**src/rtl/rv32i_mem_arbiter_if.sv**
```systemverilog
// Bundle of fetch, data and memory-side signals around the shared-memory arbiter.
// The slave view is the arbiter; the master view is the core plus RAM that surround it.
interface rv32i_mem_arbiter_if #(
   parameter int DATA_WIDTH = 32
);
   logic                  i_req;
   logic [DATA_WIDTH-1:0] i_addr;
   logic                  i_gnt;
   logic                  i_valid;
   logic [DATA_WIDTH-1:0] i_rdata;

   logic                  d_req;
   logic [DATA_WIDTH-1:0] d_addr;
   logic [DATA_WIDTH-1:0] d_wdata;
   logic [3:0]            d_we;
   logic                  d_gnt;
   logic                  d_valid;
   logic [DATA_WIDTH-1:0] d_rdata;

   logic                  m_en;
   logic [DATA_WIDTH-1:0] m_addr;
   logic [DATA_WIDTH-1:0] m_wdata;
   logic [3:0]            m_we;
   logic [DATA_WIDTH-1:0] m_rdata;

   modport slave (
      input  i_req, i_addr,
      output i_gnt, i_valid, i_rdata,
      input  d_req, d_addr, d_wdata, d_we,
      output d_gnt, d_valid, d_rdata,
      output m_en, m_addr, m_wdata, m_we,
      input  m_rdata
   );

   modport master (
      output i_req, i_addr,
      input  i_gnt, i_valid, i_rdata,
      output d_req, d_addr, d_wdata, d_we,
      input  d_gnt, d_valid, d_rdata,
      input  m_en, m_addr, m_wdata, m_we,
      output m_rdata
   );
endinterface

```
**src/rtl/rv32i_mem_arbiter.sv**
```systemverilog
// Fetch/data arbiter for one fixed-latency single-port RAM with a tag pipe that steers read data back.
// Define ARB_STARVE_GUARD_EN to let a long-denied fetch override data priority.
module rv32i_mem_arbiter #(
   parameter int DATA_WIDTH   = 32,
   parameter int MEM_LAT      = 1,
   parameter int STARVE_LIMIT = 4
) (
   input  logic                clk,
   input  logic                rst,
   rv32i_mem_arbiter_if.slave  bus
);
   localparam int DEPTH = MEM_LAT + 1;

   logic                  fetch_force;
   logic                  i_gnt_c;
   logic                  d_gnt_c;
   logic                  rd_grant;
   logic                  gnt_is_d;

   logic                  m_en_q;
   logic [DATA_WIDTH-1:0] m_addr_q;
   logic [DATA_WIDTH-1:0] m_wdata_q;
   logic [3:0]            m_we_q;

   logic [DEPTH-1:0]      tag_vld;
   logic [DEPTH-1:0]      tag_own_d;
   logic                  rsp_i;
   logic                  rsp_d;
   logic [DATA_WIDTH-1:0] i_rdata_q;
   logic [DATA_WIDTH-1:0] d_rdata_q;

`ifdef ARB_STARVE_GUARD_EN
   logic [3:0] starve_cnt;

   always_ff @(posedge clk) begin
      if (rst) begin
         starve_cnt <= '0;
      end else if (!bus.i_req || i_gnt_c) begin
         starve_cnt <= '0;
      end else if (starve_cnt != 4'hf) begin
         starve_cnt <= starve_cnt + 4'd1;
      end
   end

   assign fetch_force = bus.i_req && (starve_cnt >= 4'(STARVE_LIMIT));
`else
   assign fetch_force = 1'b0;
`endif

   // Data normally wins; a forced fetch takes the slot from data.
   always_comb begin
      i_gnt_c = 1'b0;
      d_gnt_c = 1'b0;
      if (!rst) begin
         if (bus.d_req && !fetch_force) begin
            d_gnt_c = 1'b1;
         end else if (bus.i_req) begin
            i_gnt_c = 1'b1;
         end
      end
   end

   assign gnt_is_d = d_gnt_c;
   assign rd_grant = i_gnt_c || (d_gnt_c && (bus.d_we == 4'b0000));

   always_ff @(posedge clk) begin
      if (rst) begin
         m_en_q    <= 1'b0;
         m_addr_q  <= '0;
         m_wdata_q <= '0;
         m_we_q    <= 4'b0000;
      end else if (i_gnt_c) begin
         m_en_q    <= 1'b1;
         m_addr_q  <= bus.i_addr;
         m_wdata_q <= '0;
         m_we_q    <= 4'b0000;
      end else if (d_gnt_c) begin
         m_en_q    <= 1'b1;
         m_addr_q  <= bus.d_addr;
         m_wdata_q <= bus.d_wdata;
         m_we_q    <= bus.d_we;
      end else begin
         m_en_q    <= 1'b0;
         m_we_q    <= 4'b0000;
      end
   end

   // One stage per cycle of grant-to-data latency; stores enter as empty slots.
   always_ff @(posedge clk) begin
      if (rst) begin
         tag_vld   <= '0;
         tag_own_d <= '0;
      end else begin
         tag_vld   <= {tag_vld[DEPTH-2:0], rd_grant};
         tag_own_d <= {tag_own_d[DEPTH-2:0], gnt_is_d};
      end
   end

   assign rsp_i = !rst && tag_vld[DEPTH-1] && !tag_own_d[DEPTH-1];
   assign rsp_d = !rst && tag_vld[DEPTH-1] &&  tag_own_d[DEPTH-1];

   always_ff @(posedge clk) begin
      if (rst) begin
         i_rdata_q <= '0;
         d_rdata_q <= '0;
      end else begin
         if (rsp_i) begin
            i_rdata_q <= bus.m_rdata;
         end
         if (rsp_d) begin
            d_rdata_q <= bus.m_rdata;
         end
      end
   end

   // Read data is presented in the cycle it arrives and held afterwards.
   assign bus.i_gnt   = i_gnt_c;
   assign bus.d_gnt   = d_gnt_c;
   assign bus.i_valid = rsp_i;
   assign bus.d_valid = rsp_d;
   assign bus.i_rdata = rsp_i ? bus.m_rdata : i_rdata_q;
   assign bus.d_rdata = rsp_d ? bus.m_rdata : d_rdata_q;
   assign bus.m_en    = m_en_q;
   assign bus.m_addr  = m_addr_q;
   assign bus.m_wdata = m_wdata_q;
   assign bus.m_we    = m_we_q;
endmodule

```
**src/flat_wrapper.sv**
```systemverilog
// flat-port wrapper written by rule: the top's interface ports become plain ports
module rv32i_mem_arbiter_flat 
#(
   parameter int DATA_WIDTH   = 32,
   parameter int MEM_LAT      = 1,
   parameter int STARVE_LIMIT = 4
)
  (clk, rst, bus_i_req, bus_i_addr, bus_i_gnt, bus_i_valid, bus_i_rdata, bus_d_req, bus_d_addr, bus_d_wdata, bus_d_we, bus_d_gnt, bus_d_valid, bus_d_rdata, bus_m_en, bus_m_addr, bus_m_wdata, bus_m_we, bus_m_rdata);
  rv32i_mem_arbiter_if #(.DATA_WIDTH(DATA_WIDTH)) bus_i ();
  input  logic clk;
  input  logic rst;
  input wire logic [$bits(bus_i.i_req)-1:0] bus_i_req;
  input wire logic [$bits(bus_i.i_addr)-1:0] bus_i_addr;
  output wire logic [$bits(bus_i.i_gnt)-1:0] bus_i_gnt;
  output wire logic [$bits(bus_i.i_valid)-1:0] bus_i_valid;
  output wire logic [$bits(bus_i.i_rdata)-1:0] bus_i_rdata;
  input wire logic [$bits(bus_i.d_req)-1:0] bus_d_req;
  input wire logic [$bits(bus_i.d_addr)-1:0] bus_d_addr;
  input wire logic [$bits(bus_i.d_wdata)-1:0] bus_d_wdata;
  input wire logic [$bits(bus_i.d_we)-1:0] bus_d_we;
  output wire logic [$bits(bus_i.d_gnt)-1:0] bus_d_gnt;
  output wire logic [$bits(bus_i.d_valid)-1:0] bus_d_valid;
  output wire logic [$bits(bus_i.d_rdata)-1:0] bus_d_rdata;
  output wire logic [$bits(bus_i.m_en)-1:0] bus_m_en;
  output wire logic [$bits(bus_i.m_addr)-1:0] bus_m_addr;
  output wire logic [$bits(bus_i.m_wdata)-1:0] bus_m_wdata;
  output wire logic [$bits(bus_i.m_we)-1:0] bus_m_we;
  input wire logic [$bits(bus_i.m_rdata)-1:0] bus_m_rdata;
  assign bus_i.i_req = bus_i_req;
  assign bus_i.i_addr = bus_i_addr;
  assign bus_i_gnt = bus_i.i_gnt;
  assign bus_i_valid = bus_i.i_valid;
  assign bus_i_rdata = bus_i.i_rdata;
  assign bus_i.d_req = bus_d_req;
  assign bus_i.d_addr = bus_d_addr;
  assign bus_i.d_wdata = bus_d_wdata;
  assign bus_i.d_we = bus_d_we;
  assign bus_d_gnt = bus_i.d_gnt;
  assign bus_d_valid = bus_i.d_valid;
  assign bus_d_rdata = bus_i.d_rdata;
  assign bus_m_en = bus_i.m_en;
  assign bus_m_addr = bus_i.m_addr;
  assign bus_m_wdata = bus_i.m_wdata;
  assign bus_m_we = bus_i.m_we;
  assign bus_i.m_rdata = bus_m_rdata;
  rv32i_mem_arbiter #(.DATA_WIDTH(DATA_WIDTH), .MEM_LAT(MEM_LAT), .STARVE_LIMIT(STARVE_LIMIT)) u_core (.clk(clk), .rst(rst), .bus(bus_i));
endmodule
```
**config.mk**
```make
export PLATFORM = sky130hd
export DESIGN_NAME = rv32i_mem_arbiter_flat
export DESIGN_NICKNAME = d
export VERILOG_FILES = /design/src/rtl/rv32i_mem_arbiter_if.sv /design/src/rtl/rv32i_mem_arbiter.sv /design/src/flat_wrapper.sv
export SDC_FILE = /design/constraint.sdc
export NUM_CORES = 1
export LEC_CHECK = 0
export ABC_CLOCK_PERIOD_IN_PS = 2600
export BUFFER_PORTS_ARGS = -buffer_cell sky130_fd_sc_hd__buf_2
export CORE_MARGIN = 1.5
export CORE_UTILIZATION = 50
export DETAILED_ROUTE_END_ITERATION = 6
export GPL_ROUTABILITY_DRIVEN = 0
export GPL_TIMING_DRIVEN = 0
export HOLD_SLACK_MARGIN = 0.05
export PLACE_DENSITY_LB_ADDON = 0.05
export SLEW_MARGIN = 5
export SYNTH_ARGS = -nofsm -noshare
export SYNTH_HDL_FRONTEND = slang
export SYNTH_SLANG_ARGS = --single-unit
```
**constraint.sdc**
```tcl
create_clock -name clk -period 2.6 [get_ports clk]
set_clock_uncertainty 0.15 [all_clocks]
set_input_delay 0.13 -clock clk [delete_from_list [all_inputs] [get_ports clk]]
set_output_delay 0.13 -clock clk [all_outputs]
set_load 0.05 [all_outputs]
```
==> PnR_summary.wiki, run 1 <==
{| class="wikitable"
! Metric !! Value
|-
| Hold Vio Cnt, Final || 0
|-
| Startpoint of the worst hold path || bus_d_req
|-
| Cell count after placement || 1,069
|-
| Synth area leader || dfxtp_1
|-
| Nature of the critical path startpoint || register
|-
| Slew at the pin closest to its max-slew limit || 596.1 ps
|-
| Global Route Usage Sum || 33.65%
|-
| Y dimension of the die || 112.4 um
|-
| Number of iterations in the first detailed-routing pass || 7
|-
| Post-CTS setup-driven buffer insertion count || 0
|-
| Reg-to-reg setup timing slack || 860 ps
|-
| Starting density of the core || 51.77%
|-
| H-tree depth || 4
|-
| Startpoint of the lowest-slack register-to-register path || u_core.bus.m_addr[20]$_SDFFE_PP0P_
|-
| Number of antenna-violating nets in the routed design || 0
|-
| Maximum buffer depth of the clock tree || 2
|-
| Number of nets in the synthesized netlist || 793
|-
| Clock sink total || 137
|-
| Flop pwr share || a little over two fifths
|-
| Synthesized cell area || 5987 um^2
|-
| Type of the tightest min-delay check || input pin to register
|-
| Cells after Synth || 657
|-
| Number of antenna violations at the first check in global routing || 1
|-
| Average via count per standard cell || 5.255
|-
| Die width || approximately 110 um
|-
| Startpoint of the most critical setup path || u_core.tag_vld[1]$_SDFF_PP0_
|-
| Max IR drop VDD || 0.3912 mV
|-
| Top layer used by detailed routing || met4
|-
| Unique cell type count in the Yosys netlist || 23
|-
| Areal power density over the cells || 565.1 nW/um^2
|-
| Area Overhead vs Synth || 55.13%
|-
| Final setup viols || 0
|-
| Total half-perimeter wirelength after legalization and detailed placement || ~13 mm
|-
| Starting DRC count in detailed routing || 318
|-
| Setup repair after global routing missed its margin || false
|-
| Part of the power in combinational logic || 19.9%
|-
| Total non-filler cell area in the finished layout || 9288 um^2
|-
| DRC violations left || 12
|-
| Violations in the final reports || DRC
|-
| Fraction of the cycle the final worst path needs || 91.32%
|-
| Share of final-layout standard cells stronger than drive strength 1 || 37.62%
|-
| Wirelength, routed || 21.24 mm
|-
| Setup Total Neg Slack || 0 ps
|-
| Most common library cells after synthesis || dfxtp_1 (137), nand2_1 (129), a21oi_1 (96)
|-
| Mean cell area of the mapped netlist || 9.113 um^2
|-
| Via count || 6,443
|-
| Final Util || 80.31%
|-
| Insertion delay to the later sink of the worst-skew pair || approximately 410 ps
|-
| Overall power consumption || 0.005248 W
|-
| Number of nets in the layout || 1,213
|-
| Number of enable-type register cells in the synthesized netlist || 0
|-
| Warnings from Yosys || 0
|-
| Reported leakage power || 4.397 nW
|-
| Switching Fraction || 27.97%
|-
| Worst-case headroom to the max-slew limit || 60.26%
|-
| Worst r2r path cells || 4
|-
| Synth top area share || between 40% and 50%
|-
| Worst Setup Path Type || register to output port
|-
| Peak fanout along the critical path || 10
|-
| Total I/O pin count || 273
|-
| Number of max-slew violations in the final report || 0
|-
| Pint || 0.003781 W
|-
| CTS clk-pin slew, worst paths || 50 ps
|-
| Area enclosed by the die boundary || 12,640 um^2
|-
| Share of the yosys chip area belonging to registers || approximately 46%
|-
| Met3 wirelength from detailed routing || 1.233 mm
|-
| Largest net degree at the start of global routing || 17
|-
| Most instantiated library cell after synthesis || dfxtp_1
|-
| Most frequently used flop master after synthesis || dfxtp_1
|-
| Net switching power || 0.001468 W
|-
| Met1 wire length || 7.908 mm
|-
| Outcome || complete, but fails checks
|-
| Peak clock frequency supported by timing || 421.2 MHz
|-
| Data arrival time of the critical path || approximately 2100 ps
|-
| Number of gates given a new drive strength after cts || 0
|-
| CP Capture Type || output port
|-
| Global-route wire length before repair || 33.29 mm
|-
| Number of port buffers || ~270
|-
| Drt wl/cell || 17.33 um
|-
| Cell chosen for the clock root || clkbuf_16
|-
| Area after detailed placement || 7512 um^2
|-
| Fin cells || 1,226
|-
| Clock tree from TritonCTS || done
|-
| Count of standard-cell rows || 39
|-
| Count of state elements after synthesis || about 140
|-
| Post-CTS Hold Buffers || 132
|-
| Length of routed met2 wiring || 11.09 mm
|-
| Fin crit period || 2374 ps
|-
| Cell types occupying the most area after synthesis || dfxtp_1 (46%), mux2_2 (17%), nand2_1 (8.1%)
|-
| Asr flop ratio synth || 0%
|-
| Placeable Area || 11,560 um^2
|-
| Number of cells on the worst hold path || 3
|-
| Required @ worst endpoint || 2320 ps
|-
| Max-cap violations || 0
|-
| Overflow after GRT || 0
|-
| Clock network power share || 37.7%
|-
| Number of buffers added by the clock tree synthesis step || 17
|-
| Number of global-route vias before repair || about 6,700
|}
## routing by layer
layer / vias to the layer above / GRT usage, %
met5: - / 0
met1: 3031 / 34.60
met4: 0 / 19.83
met2: 285 / 61.84
li1: 3048 / -
met3: 79 / 8.423
## worst max-delay path, cell delays in order (launching register included)
cell and delay (ps):
dfxtp_1 430, nor3b_4 440, buf_6 220, mux2_2 370, buf_2 220
## area by class of cell
| cell class | count | area, um^2 |
|---|---|---|
| fillers | 698 | 2277 |
| flip-flops and latches | 137 | 2743 |
| well taps | 143 | 178.9 |
| clock buffers | 24 | 451.7 |
| diodes | 1 | 2.502 |
| plain buffers | 53 | 257.7 |
| repair buffers | 401 | 2668 |
| multi-input cells | 466 | 2983 |
| inverters | 1 | 3.754 |
## state kept, by name (all words and copies together), names as in the netlist
register	count
u_core.bus.m_addr	32
u_core.bus.m_wdata	32
u_core.d_rdata_q	32
u_core.i_rdata_q	32
u_core.bus.m_we	4
u_core.tag_own_d	2
u_core.tag_vld	2
u_core.bus.m_en	1
## metrics by stage
stage	setup WS, ps	hold slack, ps
6_report	225.6	73.45
5_1_grt	114.9	83.08
4_1_cts	202.2	62.06
3_5_place_dp	661.0	203.3
3_3_place_gp	700.8	195.8
2_1_floorplan	393.2	101.7
## layout by cell type, fill, tap and decap left out, types with 3 or more instances in the layout
cell,n
a21oi_1,96
and2_1,4
buf_1,5
buf_2,295
buf_6,3
clkbuf_1,25
clkbuf_16,17
dfxtp_1,137
dlygate4sd3_1,132
mux2_1,8
mux2_2,88
mux2i_1,32
nand2_1,129
nor2_1,64
nor2b_1,5
nor3b_1,33
## cell families (layout without fill, tap and decap cells)
logic type	after synthesis	after routing	synth area share, %
flip-flops	137	137	45.81
multiplexers	128	128	23.41
other	0	1	0
buffers and inverters	54	479	4.368
AND/OR/NAND/NOR	241	241	18.27
AO/OA/AOI/OAI	97	97	8.151
## final timing paths
path	end
worst min register to register	u_core.tag_vld[1]$_SDFF_PP0_
worst max-delay path	bus_i_rdata[8]
worst max register to register	u_core.bus.m_addr[20]$_SDFFE_PP0P_
worst min-delay path	u_core.tag_vld[0]$_SDFF_PP0_
## power by group through the flow
stage          combinational (W)  clock, W  sequential (W)
2_1_floorplan           0.000336         0         0.00248
5_1_grt                  0.00110   0.00208         0.00223
3_3_place_gp            0.000802         0         0.00226
6_report                 0.00105   0.00198         0.00223
4_1_cts                  0.00101   0.00198         0.00222
3_5_place_dp            0.000821         0         0.00226
Note: power is estimated with default switching activity, not from simulation.
==> run 2, diff against run 1 <==
Settings changed: ABC_CLOCK_PERIOD_IN_PS 2600 to 2240, CORE_UTILIZATION 50 to 47.
Clock period 2.6 ns to 2.24 ns, I/O delays scaled along.
==> run 2 against run 1 <==
  * The run now ends clean
  * Routed wire length fell by 1.3%
  * Global-route usage fell by 3.4 points
  * Sequential share of layout area fell by 0.77 points
  * Critical path depth rose by 1
  * Clock-buffer cell count did not move
  * Non-clock buffer count rose by 4
  * Die area rose by 6.2%
  * Critical endpoint is now bus_i_rdata[7]
  * Largest cell class unchanged
==> PnR_summary.wiki, run 2 (synthesis results as in run 1) <==
{| class="wikitable"
! Metric !! Value
|-
| Max-cap violations || 0 (unchanged)
|-
| Part of the power in combinational logic || 17.8% (-2.1 points)
|-
| Flop pwr share || 37.8% (-4.6 points)
|-
| Die width || 115.9 um (+3.1%)
|-
| Area Overhead vs Synth || 59.41%
|-
| CP Capture Type || output port
|-
| Switching Fraction || 26.30% (-1.7 points)
|-
| Startpoint of the most critical setup path || u_core.tag_vld[1]$_SDFF_PP0_
|-
| Worst Setup Path Type || register to output port
|-
| Drt wl/cell || 16.56 um (-4.4%)
|-
| Critical path buffer and inverter count || 3 (+1)
|-
| Peak clock frequency supported by timing || 467.4 MHz
|-
| Number of buffers added by the clock tree synthesis step || 17 (unchanged)
|-
| DRC violations left || 0 (-12)
|-
| Setup Total Neg Slack || 0 ps (unchanged)
|-
| H-tree depth || 4 (unchanged)
|-
| Cell family contributing the most delay on the critical path || buffers and inverters
|-
| Overflow after GRT || 0 (unchanged)
|-
| Number of global-route vias before repair || 6,497 (-3.3%)
|-
| Starting DRC count in detailed routing || 270 (-15%)
|-
| Count of standard-cell rows || 41 (+5.1%)
|-
| Number of antenna-violating nets in the routed design || 0 (unchanged)
|-
| Crit-path slowest cell || dfxtp_2
|-
| Fin crit period || ~2100 ps
|-
| Maximum buffer depth of the clock tree || 2 (unchanged)
|-
| CTS clk-pin slew, worst paths || 50 ps (about the same)
|-
| Insertion delay to the later sink of the worst-skew pair || 410 ps (about the same)
|-
| Met2 usage || 57.49% (-4.4 points)
|-
| Clock tree from TritonCTS || done
|-
| Starting density of the core || 47.83% (-3.9 points)
|-
| Area enclosed by the die boundary || 13,420 um^2 (+6.2%)
|-
| Most common cell after layout, fill and taps aside || buf_2
|-
| Reported leakage power || 4.514 nW (+2.7%)
|-
| Final setup viols || 0 (unchanged)
|-
| Number of iterations in the first detailed-routing pass || 5 (-2)
|-
| Type of the tightest min-delay check || input pin to register
|-
| Hold Vio Cnt, Final || 0 (unchanged)
|-
| Fraction of the cycle the final worst path needs || 95.51%
|-
| Areal power density over the cells || 715.0 nW/um^2 (+27%)
|-
| Nature of the critical path startpoint || register
|-
| Sequence of cells on the critical path || nor3b_4 -> buf_4 -> buf_6 -> mux2_2 -> buf_2
|-
| Wirelength, routed || 20.97 mm (-1.3%)
|-
| Net switching power || 0.001795 W (+22%)
|-
| Required @ worst endpoint || 1980 ps (-340 ps)
|-
| Share of final-layout standard cells stronger than drive strength 1 || 38.88% (+1.3 points)
|-
| Y dimension of the die || 115.9 um (+3.1%)
|-
| Total half-perimeter wirelength after legalization and detailed placement || 12.73 mm (-1.8%)
|-
| Slowest Stage Delay on Critical Path || 380 ps (-60 ps)
|-
| Worst-case headroom to the max-slew limit || 60.56% (+0.30 points)
|-
| Data arrival time of the critical path || 1880 ps (-210 ps)
|-
| Worst slack at placement || 283.0 ps (-378.0 ps)
|-
| Largest net degree at the start of global routing || 17 (unchanged)
|-
| Max IR drop VDD || 0.5828 mV (+49%)
|-
| Met1 capacity usage during global routing || 30.57% (-4.0 points)
|-
| Pint || 0.005030 W (+33%)
|-
| Global Route Usage Sum || 30.24% (-3.4 points)
|-
| Worst setup slack after layout || 100.5 ps (-125.1 ps)
|-
| Startpoint of the worst hold path || bus_d_req
|-
| Worst Hold Margin || 59.75 ps (-13.71 ps)
|-
| Top library cells by usage in the layout, fill and taps aside || buf_2 (295), dfxtp_1 (135), dlygate4sd3_1 (132), nand2_1 (129), a21oi_1 (96)
|-
| Setup repair after global routing missed its margin || false
|-
| Total I/O pin count || 273 (unchanged)
|-
| Via count || 6,388 (-0.85%)
|-
| Placeable Area || 12,520 um^2 (+8.2%)
|-
| Number of max-slew violations in the final report || 0 (unchanged)
|-
| Number of nets in the layout || 1,217 (+0.33%)
|-
| Most congested layer reported by global routing || met2
|-
| Cell chosen for the clock root || clkbuf_16
|-
| Startpoint of the lowest-slack register-to-register path || u_core.bus.m_addr[29]$_SDFFE_PP0P_
|-
| Global-route wire length before repair || 31.40 mm (-5.7%)
|-
| Outcome || finished clean
|-
| Clock network power share || 44.5% (+6.8 points)
|-
| GR Layer Usage met3 || 8.211% (-0.21 points)
|-
| Clock sink total || 137 (unchanged)
|-
| Peak fanout along the critical path || 10 (unchanged)
|-
| Number of antenna violations at the first check in global routing || 1 (unchanged)
|-
| Number of port buffers || 269 (unchanged)
|-
| Average via count per standard cell || 5.046 (-4.0%)
|-
| Slew at the pin closest to its max-slew limit || 591.7 ps (-4.434 ps)
|}
[run 2: what timing repair did]
item,4_1_cts,5_1_grt
setup buffers,4,0
pin swaps,0,0
resized for setup,0,2
hold buffers,132,0
endpoints found under the setup margin,29,31
endpoints found under the hold margin,133,0
cloned,0,0
[run 2: stage by stage]
| step | utilization, % | cell area, um^2 | cells | total power, W |
|---|---|---|---|---|
| 6_report | 76.25 | 9544 | 1266 | 0.006825 |
| 5_1_grt | 76.25 | 9544 | 1266 | 0.007012 |
| 4_1_cts | 76.21 | 9539 | 1265 | 0.006790 |
| 3_5_place_dp | 60.31 | 7548 | 1098 | 0.003575 |
| 3_3_place_gp | 60.31 | 7548 | 1098 | 0.003555 |
| 2_1_floorplan | - | 5987 | 657 | 0.003266 |
[run 2: final timing paths]
| check | end | slack [ps] | cells past startpoint |
|---|---|---|---|
| max | bus_i_rdata[7] | 100 | 5 |
| min | u_core.tag_vld[0]$_SDFF_PP0_ | 60 | 3 |
| max reg2reg | u_core.bus.m_addr[29]$_SDFFE_PP0P_ | 420 | 4 |
| min reg2reg | u_core.tag_own_d[1]$_SDFF_PP0_ | 280 | 1 |
[run 2: tightest hold or removal path: stages]
cell and delay, ps:
buf_2 180, nor3b_1 110, a21o_1 160
[run 2: power by group through the flow]
stage | clock network (W) | registers, W | logic [W]
after floorplan | 0 | 0.00288 | 0.000390
after global placement | 0 | 0.00262 | 0.000934
after detailed placement | 0 | 0.00262 | 0.000950
after CTS | 0.00305 | 0.00257 | 0.00117
after global routing | 0.00315 | 0.00259 | 0.00127
final | 0.00303 | 0.00258 | 0.00121
[run 2: cell type report]
type                            instances  area [um^2]
Timing Repair Buffer                  405         2698
Buffer                                 53        257.7
Antenna cell                            1        2.502
Clock buffer                           24        501.7
Inverter                                1        3.754
Multi-Input combinational cell        466         2983
Sequential cell                       137         2745
Fill cell                             870         2973
Clock inverter                          7        137.6
Tap cell                              172        215.2
[run 2: per-layer routing]
layer | share of wire [%] | vias up
li1 | - | 3066
met1 | 38 | 3020
met2 | 54 | 255
met3 | 5.8 | 47
met4 | 2.8 | 0
met5 | 0 | -
==> run 3, diff against run 2 <==
Settings changed: CELL_PAD_IN_SITES_DETAIL_PLACEMENT set to 1, CELL_PAD_IN_SITES_GLOBAL_PLACEMENT set to 1, CORE_UTILIZATION 47 to 34.
==> run 3 against run 2 <==
  * Register-to-register slack improved by 100 ps
  * Cell count increased by 4.3%
  * Non-clock buffer count increased by 1
  * Maximum frequency decreased by 1.1%
  * Sequential share of layout area decreased by 0.24 points
  * Hold slack improved by 18 ps
  * Final area increased by 0.85%
  * Critical path depth unchanged
  * Worst setup slack got worse by 24 ps
  * Via count increased by 1.0%
  * Critical endpoint is now bus_i_rdata[2]
  * Largest cell class unchanged
==> PnR_summary.wiki, run 3 (synthesis results as in run 1) <==
{| class="wikitable"
! Metric !! Value
|-
| Insertion delay to the later sink of the worst-skew pair || 410 ps (about the same)
|-
| Most common cell after layout, fill and taps aside || buf_2
|-
| Worst Hold Margin || 77.90 ps (+18.16 ps)
|-
| Maximum buffer depth of the clock tree || 2 (unchanged)
|-
| Total non-filler cell area in the finished layout || 9625 um^2 (+0.85%)
|-
| Filler Cell Count || 2,051 (+140%)
|-
| Critical Path Stages || 5 (unchanged)
|-
| Number of port buffers || 269 (unchanged)
|-
| Global-route wire length before repair || 37.50 mm (+19%)
|-
| Drt wl/cell || 18.41 um (+11%)
|-
| Flop pwr share || 37.6% (-0.2 points)
|-
| Cell chosen for the clock root || clkbuf_16
|-
| DRC violations left || 0 (unchanged)
|-
| Reported leakage power || 4.514 nW (about the same)
|-
| Fraction of the cycle the final worst path needs || 96.58% (+1.1 points)
|-
| Number of global-route vias before repair || 7,245 (+12%)
|-
| Number of buffers added by the clock tree synthesis step || 17 (unchanged)
|-
| Worst r2r path cells || 4 (unchanged)
|-
| Worst-case headroom to the max-slew limit || 50.61% (-9.9 points)
|-
| Max-cap violations || 0 (unchanged)
|-
| Overflow after GRT || 0 (unchanged)
|-
| Outcome || finished clean
|-
| Pint || 0.004974 W (-1.1%)
|-
| Y dimension of the die || 135.7 um (+17%)
|-
| Area Overhead vs Synth || 60.77%
|-
| Overall power consumption || 0.006857 W (+0.47%)
|-
| Crit-path slowest cell || dfxtp_2
|-
| Reg-to-reg setup timing slack || 520 ps (+100 ps)
|-
| Cell count after placement || 1,151 (+4.8%)
|-
| H-tree depth || 4 (unchanged)
|-
| Number of antenna violations at the first check in global routing || 2 (+1)
|-
| Sequence of cells on the critical path || nor3b_4 -> buf_6 -> clkbuf_4 -> mux2_2 -> buf_2
|-
| Data arrival time of the critical path || 1900 ps (+20 ps)
|-
| Top library cells by usage in the layout, fill and taps aside || buf_2 (294), dfxtp_1 (135), dlygate4sd3_1 (133), nand2_1 (129), a21oi_1 (96)
|-
| Worst Setup Path Type || register to output port
|-
| Total I/O pin count || 273 (unchanged)
|-
| Share of final-layout standard cells stronger than drive strength 1 || 39.09% (+0.20 points)
|-
| Number of nets in the layout || 1,218 (+0.082%)
|-
| Total half-perimeter wirelength after legalization and detailed placement || 15.83 mm (+24%)
|-
| Slowest Stage Delay on Critical Path || 380 ps (about the same)
|-
| Placeable Area || 17,240 um^2 (+38%)
|-
| End of the worst register-to-register path || u_core.bus.m_addr[18]$_SDFFE_PP0P_
|-
| Cell family contributing the most delay on the critical path || buffers and inverters
|-
| Max IR drop VDD || 0.5736 mV (-1.6%)
|-
| Slew at the pin closest to its max-slew limit || 740.8 ps (+149.1 ps)
|-
| Starting DRC count in detailed routing || 164 (-39%)
|-
| Global Route Usage Sum || 26.58% (-3.7 points)
|-
| Areal power density over the cells || 712.3 nW/um^2 (-0.38%)
|-
| Crit path capture || bus_i_rdata[2]
|-
| Setup repair after global routing missed its margin || false
|-
| Starting density of the core || 34.73% (-13 points)
|-
| Via count || 6,453 (+1.0%)
|-
| Switching Fraction || 27.45% (+1.2 points)
|-
| Critical path buffer and inverter count || 3 (unchanged)
|-
| Number of max-slew violations in the final report || 0 (unchanged)
|-
| Startpoint of the most critical setup path || u_core.tag_vld[1]$_SDFF_PP0_
|-
| CTS clk-pin slew, worst paths || 60 ps (about the same)
|-
| Net switching power || 0.001882 W (+4.9%)
|-
| Startpoint of the lowest-slack register-to-register path || u_core.bus.m_addr[18]$_SDFFE_PP0P_
|-
| Count of standard-cell rows || 48 (+17%)
|-
| Fin cells || 1,321 (+4.3%)
|-
| Peak fanout along the critical path || 6 (-4)
|-
| Area after detailed placement || 7615 um^2 (+0.88%)
|-
| Part of the power in combinational logic || 17.9% (about the same)
|-
| Number of antenna-violating nets in the routed design || 0 (unchanged)
|-
| Wirelength, routed || 24.33 mm (+16%)
|-
| Largest net degree at the start of global routing || 17 (unchanged)
|-
| Fin crit period || 2163 ps (+23.83 ps)
|-
| Average via count per standard cell || 4.885 (-3.2%)
|-
| Setup Total Neg Slack || 0 ps (unchanged)
|-
| Die width || 135.7 um (+17%)
|-
| Required @ worst endpoint || 1980 ps (about the same)
|-
| Clock network power share || 44.5% (about the same)
|-
| Multi-input logic area || 2983 um^2 (unchanged)
|-
| Number of iterations in the first detailed-routing pass || 4 (-1)
|-
| Clock tree from TritonCTS || done
|-
| Final setup viols || 0 (unchanged)
|-
| Hold Vio Cnt, Final || 0 (unchanged)
|-
| Number of cells on the worst hold path || 3 (unchanged)
|-
| Sequential cell area || 2745 um^2 (unchanged)
|-
| Nature of the critical path startpoint || register
|-
| Peak clock frequency supported by timing || 462.2 MHz (-1.1%)
|-
| Clock sink total || 137 (unchanged)
|-
| Area enclosed by the die boundary || 18,410 um^2 (+37%)
|-
| Type of the tightest min-delay check || input pin to register
|-
| CP Capture Type || output port
|}
run 3: area by class of cell:
class / instances / share of cell area (%)
clock buffer: 20 / 4.849
tap: 225 / 2.925
antenna: 1 / 0.02600
buffer: 53 / 2.678
sequential: 137 / 28.52
timing repair buffer: 406 / 28.19
multi-input combinational: 466 / 30.99
inverter: 1 / 0.03900
clock inverter: 12 / 1.781
run 3: how the worst min path moves through the flow:
stage	from	end	slack, ps
finish	rst	u_core.tag_vld[0]$_SDFF_PP0_	80
global route	rst	u_core.tag_vld[0]$_SDFF_PP0_	120
CTS	rst	u_core.tag_vld[0]$_SDFF_PP0_	80
detailed placement	bus_d_we[1]	u_core.bus.m_we[1]$_SDFF_PP0_	190
global placement	bus_d_we[2]	u_core.bus.m_we[2]$_SDFF_PP0_	180
floorplan	bus_d_we[0]	u_core.bus.m_we[0]$_SDFF_PP0_	80
run 3: repair_timing:
item                                   CTS  global route
endpoints found under the hold margin  133             0
cloned                                   1             0
buffers inserted                         3             0
resized for setup                        1             5
hold buffers                           133             0
setup endpoints to repair               29            18
pin swaps                                1             0
run 3: per-stage QoR:
| stage | util (%) | worst slack [ps] |
|---|---|---|
| 2_1_floorplan | - | 51.24 |
| 4_1_cts | 55.77 | 29.41 |
| 3_5_place_dp | 44.18 | 305.3 |
| 6_report | 55.84 | 76.66 |
| 5_1_grt | 55.84 | 3.614 |
| 3_3_place_gp | 44.18 | 317.4 |
run 3: power groups by stage:
stage / Clock [W] / Combinational (W) / Sequential (W)
floorplan: 0 / 0.000390 / 0.00288
global route: 0.00320 / 0.00130 / 0.00259
detailed placement: 0 / 0.000974 / 0.00263
global placement: 0 / 0.000950 / 0.00262
finish: 0.00305 / 0.00122 / 0.00258
CTS: 0.00308 / 0.00120 / 0.00258
run 3: layer usage:
| layer | vias up | wire, um | track usage (%) |
|---|---|---|---|
| li1 | 3065 | - | - |
| met1 | 3107 | 8990 | 26.49 |
| met2 | 216 | 13110 | 50.48 |
| met3 | 63 | 1345 | 6.996 |
| met4 | 2 | 871 | 13.20 |
| met5 | - | 13 | 0 |
run 3: worst min-delay path, cell delays in order:
cell and delay [ps]:
buf_2 200, nor3b_1 120, a21o_1 160
